===== config.mk =====
export PLATFORM = sky130hd
export DESIGN_NAME = addrc_controller
export DESIGN_NICKNAME = d
export VERILOG_FILES = /design/src/rtl/addrc_controller.sv
export SDC_FILE = /design/constraint.sdc
export NUM_CORES = 1
export LEC_CHECK = 0
export ABC_AREA = 1
export BUFFER_PORTS_ARGS = -buffer_cell sky130_fd_sc_hd__buf_2
export CORE_MARGIN = 4
export CORE_UTILIZATION = 45
export DETAILED_ROUTE_END_ITERATION = 6
export GPL_ROUTABILITY_DRIVEN = 0
export PLACE_DENSITY = 0.79
export REMOVE_ABC_BUFFERS = 1
export SYNTH_ARGS = -nofsm -noshare
export SYNTH_HDL_FRONTEND = slang
export SYNTH_SLANG_ARGS = --single-unit

===== constraint.sdc =====
create_clock -name clk -period 1.5 [get_ports clk]
set_input_delay 0.225 -clock clk [delete_from_list [all_inputs] [get_ports clk]]
set_output_delay 0.225 -clock clk [all_outputs]
set_load 0.01 [all_outputs]

===== src/rtl/addrc_controller.sv =====
`default_nettype none
// ============================================================================
// Module      : addrc_controller
// Description : Sequences the add-round-constant datapath. Each line of a
//               64-line file is read, loaded and written back.
// Revision    : 1.0 - initial release
// ============================================================================
module addrc_controller #(
    parameter int LINES  = 64,
    parameter int LINE_W = 6,
    parameter int FILE_W = 10,
    parameter int ITER_W = 5,
    parameter int ROUNDS = 24
) (
    input  logic              clk,
    input  logic              rst,
    input  logic              start,
    input  logic [FILE_W-1:0] file_sel,
    input  logic [ITER_W-1:0] round_sel,
    output logic              busy,
    output logic              done,
    output logic              err,
    output logic              read_file,
    output logic              write_reg,
    output logic              write_file,
    output logic [FILE_W-1:0] file_index,
    output logic [LINE_W-1:0] line_index,
    output logic [ITER_W-1:0] iteration
);

    localparam logic [LINE_W-1:0] c_LAST_LINE = LINE_W'(LINES - 1);
    localparam logic [ITER_W:0]   c_ROUNDS    = (ITER_W + 1)'(ROUNDS);

    typedef enum logic [2:0] {
        ST_IDLE  = 3'd0,
        ST_READ  = 3'd1,
        ST_LOAD  = 3'd2,
        ST_WRITE = 3'd3,
        ST_DONE  = 3'd4
    } state_t;

    state_t              r_state_q, w_state_d;
    logic [FILE_W-1:0]   r_file_q,  w_file_d;
    logic [LINE_W-1:0]   r_line_q,  w_line_d;
    logic [ITER_W-1:0]   r_iter_q,  w_iter_d;
    logic                r_err_q,   w_err_d;

    always_ff @(posedge clk or negedge rst) begin
        if (!rst) begin
            r_state_q <= ST_IDLE;
            r_file_q  <= '0;
            r_line_q  <= '0;
            r_iter_q  <= '0;
            r_err_q   <= 1'b0;
        end else begin
            r_state_q <= w_state_d;
            r_file_q  <= w_file_d;
            r_line_q  <= w_line_d;
            r_iter_q  <= w_iter_d;
            r_err_q   <= w_err_d;
        end
    end

    always_comb begin
        w_state_d = r_state_q;
        w_file_d  = r_file_q;
        w_line_d  = r_line_q;
        w_iter_d  = r_iter_q;
        w_err_d   = r_err_q;
        case (r_state_q)
            ST_IDLE: begin
                if (start) begin
                    w_file_d = file_sel;
                    w_iter_d = round_sel;
                    w_line_d = '0;
                    // Out-of-range rounds skip the datapath entirely
                    if ({1'b0, round_sel} < c_ROUNDS) begin
                        w_state_d = ST_READ;
                    end else begin
                        w_err_d   = 1'b1;
                        w_state_d = ST_DONE;
                    end
                end
            end
            ST_READ:  w_state_d = ST_LOAD;
            ST_LOAD:  w_state_d = ST_WRITE;
            ST_WRITE: begin
                if (r_line_q == c_LAST_LINE) begin
                    w_state_d = ST_DONE;
                end else begin
                    w_line_d  = r_line_q + 1'b1;
                    w_state_d = ST_READ;
                end
            end
            ST_DONE: begin
                w_err_d   = 1'b0;
                w_state_d = ST_IDLE;
            end
            default:  w_state_d = ST_IDLE;
        endcase
    end

    // Moore outputs: decoded purely from registered state
    assign busy       = (r_state_q != ST_IDLE);
    assign done       = (r_state_q == ST_DONE);
    assign err        = (r_state_q == ST_DONE) && r_err_q;
    assign read_file  = (r_state_q == ST_READ);
    assign write_reg  = (r_state_q == ST_LOAD);
    assign write_file = (r_state_q == ST_WRITE);
    assign file_index = r_file_q;
    assign line_index = r_line_q;
    assign iteration  = r_iter_q;

endmodule
`default_nettype wire


Word-level counts from Yosys, hierarchy flattened:

Index checks and enable logic that the tools add are counted.

* bits in registers: 25
* output and inout bits: 27

* reductions and logical operators: 8
* $lt $le $gt $ge: 1
* muxes and demuxes: 10
* add/subtract/negate cells: 1
* eq/ne operators: 8

Operators by type and width (number)
* two-way mux 6 bit: 2
* one-hot mux 3 bit (4 select lines): 1
* one-hot mux 6 bit (2 select lines): 1
* two-way mux 3 bit: 3
* adder 6 x 1 -> 6 bit, second input constant: 1
* equality test 3 x 2 -> 1 bit, second input constant: 2
* equality test 6 bit, second input constant: 1
* != test 2 bit, second input constant: 3
* AND reduction 3 bit: 2
* less-than comparator 5 bit, second input constant: 1
* nonzero test 2 bit: 2
* equality test 3 x 1 -> 1 bit, second input constant: 1
* equality test 3 bit, second input constant: 1
* zero test 3 bit: 1
* nonzero test 3 bit: 1
* two-way mux 1 bit: 2
* one-hot mux 1 bit (2 select lines): 1
* AND reduction 2 bit: 1
* logical AND 1 bit: 1

Depth between registers and ports, before layout:

Gate-level depths: netlist of the first run.

* word-level depth: 4
* gate-level depth with buffers: 7
* gate-level depth less buffers: 7

Worst setup path after synthesis of the first run:

OpenSTA, ideal clock, no wires.

* kind: register -> register
* start point: reg r_line_q[0], in the netlist line_index[0]
* end point: reg r_line_q[3], in the netlist line_index[3]
* path buffers: 0
* arrival time: 1.242 ns
* path slack: 0.141 ns
* cell stages (with the launch flop): 7
* setup time: 0.117 ns
* period minus slack after synthesis: 1.359 ns
* cell sequence: dfrtp_1 ha_1 nand3_2 o21ai_4 nand2_1 nand2_1 nand2_1

* longest elaborated chain between the ends: 3
* elaborated cells on any way between the ends: 6
* classes of those cells: add/sub: 1; eq/ne: 2; mux: 2; reduce/logical: 1

RTL lines
* from (decl): RTL line 44 `logic [LINE_W-1:0] r_line_q, w_line_d;`
* from (signal assigned): RTL line 58 `r_line_q <= w_line_d;`
* adder 6 x 1 -> 6 bit / equality test 6 bit (equally long branches): RTL line 91, 88
* two-way mux 6 bit / != test 2 bit (equally long branches)
* one-hot mux 6 bit (2 select lines) / AND reduction 3 bit (equally long branches)

Parallel ways exist; a longest one is shown, timed or not. The select of a mux whose other input is x is not followed.
A chain may end at the register's enable or synchronous reset.

Worst setup path after layout of the first run:

* start point: reg r_state_q[0]
* end point: out err

* longest elaborated chain between the ends: 2

RTL lines
* from (decl): RTL line 42 `state_t r_state_q, w_state_d;`
* from (signal assigned): RTL line 56 `r_state_q <= w_state_d;`
* equality test 3 bit: RTL line 106 `assign err = (r_state_q == ST_DONE) && r_err_q;`
* logical AND 1 bit: RTL line 106
* to (decl): RTL line 22 `output logic err,`

No other way between the ends.

==> results.tsv, run 1 <==
stage	metric	value	unit
clocking	cts_setup_buffers	0	
yosys	yosys_warnings	0	
clocking	clockRootBuffer	clkbuf_4	
pwr	p_per_area	1800	nW/um2
placed_design	io_buffers	44	
worst_setup_path	cp-startpoint	r_state_q[0]	
floorplan	fp.coreArea	2540	um2
worst_setup_path	crit_path_max_fanout	5	
routing	firstDrtPassIters	3	
placed_design	dp_hpwl	1.99	mm
yosys	yosysSeqAreaShare	51.0	%
clocking	cts.clk_slew.worst_paths	0.13	ns
routing	ant_nets	0	
worst_setup_path	slowest_stage	dfrtp_2	
yosys	synth.most_common_cell	nand2_1	
clocking	insertion_delay	0.30	ns
timing	hold_viol_final	0	
finish	n_fill_cell	243	
timing	fmax	698	MHz
yosys	netlist_area	1230	um2
worst_setup_path	worstPathCellList	nor2_4, and3_1, buf_2	
routing	post_drt_wl_per_cell	11.4	um
clocking	clock_sinks	25	
timing	slew_viol_final	0	
clocking	cts_buffers	3	
yosys	synth_area_per_cell	8.35	um2
yosys	synth_area_leaders	dfrtp_1, nand2_1, nand3_2	
yosys	synth_common_cells	nand2_1, dfrtp_1, nand3_1	
timing	tightestPinTransition	0.539	ns
pwr	fin_total_pwr	2.72	mW
yosys	synth_edf_count	0	
floorplan	die-area	3630	um2
routing	num_vias	1065	
yosys	yosys_register_bits	25	
worst_setup_path	crit_type	reg -> out	
finish	syn_to_final_growth	23.1	%
clocking	htreeDepth	1	
grt	grt_pass1_wl	4.55	mm
routing	drc	0	
placed_design	dp_cells	219	
finish	final_cells	224	
timing	fin_setup_tns	0	ns
placed_design	placed_area	1460	um2
grt	grt_pass1_vias	1111	
finish	drive_above_1_share	36.1	%
timing	finalSetupViolCount	0	
timing	min_period_over_period	95.5	%
worst_setup_path	r2r-start	line_index[1]	
clocking	cts_tree	done	
floorplan	die-height	60.2	um
routing	drt_iter0_markers	32	
hold_path	hp-class	in -> reg	
yosys	synth_top_area_share	51.0	%
grt	grt_max_degree	26	
floorplan	fp.dieW	60.2	um
timing	setup_ws	0.0674	ns
floorplan	row_count	18	
clocking	clockBufferDepth	2	
floorplan	start_util	48.2	%
routing	drt_wl_total	2.55	mm
outcome	status	completed	
worst_setup_path	worst_path_largest_cell_delay	0.47	ns
finish	fin_util	59.4	%
yosys	synth_cell_type_count	24	
yosys	ys_async_sr_fraction	100	%
flow_run	maxCapViolations	0	
worst_setup_path	critPathArrivalTime	1.21	ns
pwr	irDropWorstVdd	1.04	mV
worst_setup_path	endpoint_kind	output port	
timing	fin_worst_skew	0.00165	ns
grt	overflow	0	
worst_setup_path	regToRegSetupSlack	0.14	ns
worst_setup_path	critPathRequiredTime	1.27	ns
grt	grt_util_all_layers	16.1	%
hold_path	holdCritStartpoint	file_sel[7]	
finish	insertedDiodeCount	0	
yosys	ys.flop_type	dfrtp_1	
timing	hold_ws	0.109	ns
floorplan	pin_count	45	
grt	antenna_found_initial	0	
timing	relSlewSlack	64.1	%
yosys	synth_top_cell_by_area	dfrtp_1	
pwr	power_leakage	0.863	nW
timing	rsz0062_at_grt	yes	
routing	vias_per_cell	4.75	
worst_setup_path	start_kind	flop	
timing	final.min_clock_period	1.43	ns
yosys	syn_inst	147	
placed_design	place_ws	0.132	ns
finish	final_area	1510	um2
finish	nNetsFinal	214	
worst paths after layout:
kind	cells past startpoint	to
worst max-delay path	3	err
max in group asynchronous	2	line_index[1]
worst min register to register	2	file_index[7]
worst min-delay path	3	file_index[7]
worst max register to register	6	line_index[3]
min in group asynchronous	2	line_index[5]
registers in the layout, indices dropped and copies added (netlist names):
name,count
file_index,10
iteration,5
line_index,6
r_err_q,1
r_state_q,3
metal layers:
| layer | wire [um] | global-route usage, % |
|---|---|---|
| met4 | 0 | 4.11 |
| met5 | 0 | 0 |
| met2 | 1150 | 27.5 |
| met1 | 1230 | 21.5 |
| met3 | 170 | 2.16 |
cells in the final DEF (no fill, tap or decap), drive strengths merged:
cell | Yosys | routed
nand2 | 71 | 71
buf | 3 | 45
dfrtp | 25 | 25
nand3 | 14 | 14
inv | 11 | 11
nor2 | 11 | 11
o21ai | 5 | 5
clkbuf | 0 | 4
nor3 | 1 | 1
and3 | 1 | 1
xnor2 | 1 | 1
nand4 | 1 | 1
or2 | 1 | 1
a21oi | 1 | 1
ha | 1 | 1
dlygate4sd3 | 0 | 1
layout make-up:
| type | instances | area, um2 | share of cell area [%] |
|---|---|---|---|
| Tap cell | 30 | 37.5 | 2.48 |
| Clock buffer | 4 | 26.3 | 1.74 |
| Timing Repair Buffer | 46 | 238 | 15.7 |
| Inverter | 11 | 43.8 | 2.90 |
| Multi-Input combinational cell | 108 | 536 | 35.4 |
| Sequential cell | 25 | 631 | 41.7 |
cells by family after synthesis:
group / synth area share, %
buffers and inverters: 5.81
XOR/XNOR: 0.714
AO/OA/AOI/OAI: 3.67
adder cells (fa/ha/maj): 1.02
AND/OR/NAND/NOR: 37.8
flip-flops: 51.0
power breakdown:
part           internal (mW)  switching [mW]
clock                  0.104           0.184
combinational          0.491           0.774
sequential             0.950           0.220
total                   1.54            1.18
critical path: cells and delay by family, from the launching register on:
family	cells	cell delay [ns]
flip-flops	1	0.47
AND/OR/NAND/NOR	2	0.32
buffers and inverters	1	0.12
repair_timing:
action | 4_1_cts | 5_1_grt
pin swaps | 0 | 1
hold buffers | 1 | 0
endpoints found under the setup margin | 1 | 5
resized for setup | 2 | 4
hold endpoints to repair | 25 | 0
Power figures use the tool's default switching activity.
==> run 2: changes to the inputs <==
- CTS_BUF_LIST: default -> sky130_fd_sc_hd__clkbuf_4 sky130_fd_sc_hd__clkbuf_8 sky130_fd_sc_hd__clkbuf_16
==> results.tsv, run 2 (synthesis results as in run 1) <==
stage	metric	value	unit	change
hold_path	hp-class	in -> reg		
timing	fmax	698	MHz	about the same
finish	layout_commonest_cell	nand2_1		
clocking	insertion_delay	0.31	ns	about the same
worst_setup_path	crit_type	reg -> out		
pwr	power_switching	1.18	mW	about the same
routing	num_vias	1055		-0.94%
clocking	htreeDepth	1		unchanged
pwr	swShare	43.0	%	-0.29 points
clocking	clockRootBuffer	clkbuf_4		
timing	tightestPinTransition	0.555	ns	+0.0161 ns
clocking	clockBufferDepth	2		unchanged
pwr	p_per_area	1810	nW/um2	+0.41%
finish	layout_common_cells	nand2_1, buf_2, dfrtp_1		
finish	fin_util	59.5	%	+0.15 points
finish	seqCellArea	631	um2	unchanged
pwr	fin_total_pwr	2.74	mW	+0.66%
pwr	power_leakage	0.867	nW	+0.40%
timing	relSlewSlack	63.0	%	-1.1 points
floorplan	row_count	18		unchanged
timing	min_period_over_period	95.6	%	about the same
routing	drt_iter0_markers	31		-3.1%
worst_setup_path	critPathRequiredTime	1.27	ns	about the same
timing	hold_viol_final	0		unchanged
floorplan	fp.dieW	60.2	um	unchanged
finish	n_fill_cell	241		-0.82%
routing	firstDrtPassIters	3		unchanged
floorplan	die-area	3630	um2	unchanged
worst_setup_path	start_kind	flop		
finish	multiInputGateArea	536	um2	unchanged
pwr	internal_power	1.56	mW	+1.2%
finish	insertedDiodeCount	0		unchanged
timing	slew_viol_final	0		unchanged
grt	grt_max_degree	26		unchanged
grt	grt_pass1_wl	4.55	mm	+0.15%
floorplan	die-height	60.2	um	unchanged
worst_setup_path	critPathArrivalTime	1.21	ns	about the same
finish	nNetsFinal	214		unchanged
clocking	clock_sinks	25		unchanged
routing	post_drt_wl_per_cell	11.4	um	about the same
routing	drt_wl_total	2.55	mm	about the same
timing	rsz0062_at_grt	yes		
flow_run	maxCapViolations	0		unchanged
routing	drc	0		unchanged
pwr	irDropWorstVdd	1.09	mV	+5.5%
floorplan	start_util	48.2	%	unchanged
clocking	cts.clk_slew.worst_paths	0.13	ns	about the same
placed_design	io_buffers	44		unchanged
routing	vias_per_cell	4.71		-0.94%
outcome	status	completed		
timing	fin_setup_tns	0	ns	unchanged
clocking	cts_buffers	3		unchanged
grt	overflow	0		unchanged
grt	grt_pass1_vias	1112		+0.090%
routing	ant_nets	0		unchanged
floorplan	pin_count	45		unchanged
worst_setup_path	cp-startpoint	r_state_q[0]		
grt	grt_util_all_layers	16.1	%	unchanged
timing	finalSetupViolCount	0		unchanged
worst_setup_path	r2r-start	line_index[1]		
placed_design	dp_hpwl	1.99	mm	unchanged
timing	final.min_clock_period	1.43	ns	+0.00101 ns
pwr	clkPwrFrac	11.3	%	+0.7 points
pwr	seq_power_share	42.7	%	-0.3 points
pwr	share_comb_of_total_power	46.0	%	-0.5 points
placed_design	dp_cells	219		unchanged
finish	final_cells	224		unchanged
grt	antenna_found_initial	0		unchanged
finish	largest_register_ff_count	10		unchanged
timing	fin_worst_skew	0.00120	ns	-0.000457 ns
hold_path	holdCritStartpoint	file_sel[2]		
floorplan	fp.coreArea	2540	um2	unchanged
finish	drive_above_1_share	36.6	%	+0.52 points
clocking	cts_tree	done		
worst_setup_path	endpoint_kind	output port		
worst_setup_path	crit_path_max_fanout	5		unchanged
finish	syn_to_final_growth	23.4	%	
==> run 2: path summary, 6_finish.rpt <==
kind,endpoint,slack [ns],cells after the start
min in group asynchronous,line_index[2],0.42,2
worst min register to register,file_index[7],0.49,2
worst max register to register,line_index[3],0.15,6
worst min-delay path,file_index[2],0.11,3
worst max-delay path,err,0.07,3
max in group asynchronous,r_state_q[2],0.68,2
==> run 2: layer usage <==
| metal | share of wire (%) | global-route usage [%] |
|---|---|---|
| met1 | 48 | 21.6 |
| met2 | 45 | 27.3 |
| met3 | 6.7 | 2.16 |
| met4 | 0 | 4.11 |
| met5 | 0 | 0 |
==> run 2: timing repair <==
item / CTS / global route
buffers inserted: 0 / 0
setup endpoints to repair: 1 / 5
resized for setup: 2 / 4
hold endpoints to repair: 25 / 0
hold buffers: 1 / 0
pin swaps: 0 / 1
==> run 2: through the flow <==
stage / worst slack [ns] / hold slack [ns] / cell area, um2
2_1_floorplan: 0.141 / -0.0706 / 1200
3_3_place_gp: 0.191 / 0.240 / 1460
3_5_place_dp: 0.132 / 0.254 / 1460
4_1_cts: 0.0237 / 0.0921 / 1510
5_1_grt: -0.0149 / 0.0916 / 1520
6_report: 0.0663 / 0.107 / 1520
==> run 2: power groups by stage <==
| stage | Clock [mW] | Sequential, mW | Combinational [mW] |
|---|---|---|---|
| 4_1_cts | 0.326 | 1.17 | 1.29 |
| 2_1_floorplan | 0 | 1.26 | 0.670 |
| 3_3_place_gp | 0 | 1.15 | 1.23 |
| 3_5_place_dp | 0 | 1.16 | 1.28 |
| 6_report | 0.308 | 1.17 | 1.26 |
| 5_1_grt | 0.352 | 1.21 | 1.42 |
==> run 2: worst max-delay path, cell delays in order (launching register included) <==
cell,delay (ns)
dfrtp_2,0.47
nor2_4,0.16
and3_1,0.16
buf_2,0.12
==> run 2: final cells by class <==
class	instances	share of cell area (%)
multi-input combinational	108	35.3
clock buffer	4	1.98
sequential	25	41.6
timing repair buffer	46	15.7
inverter	11	2.89
tap	30	2.48
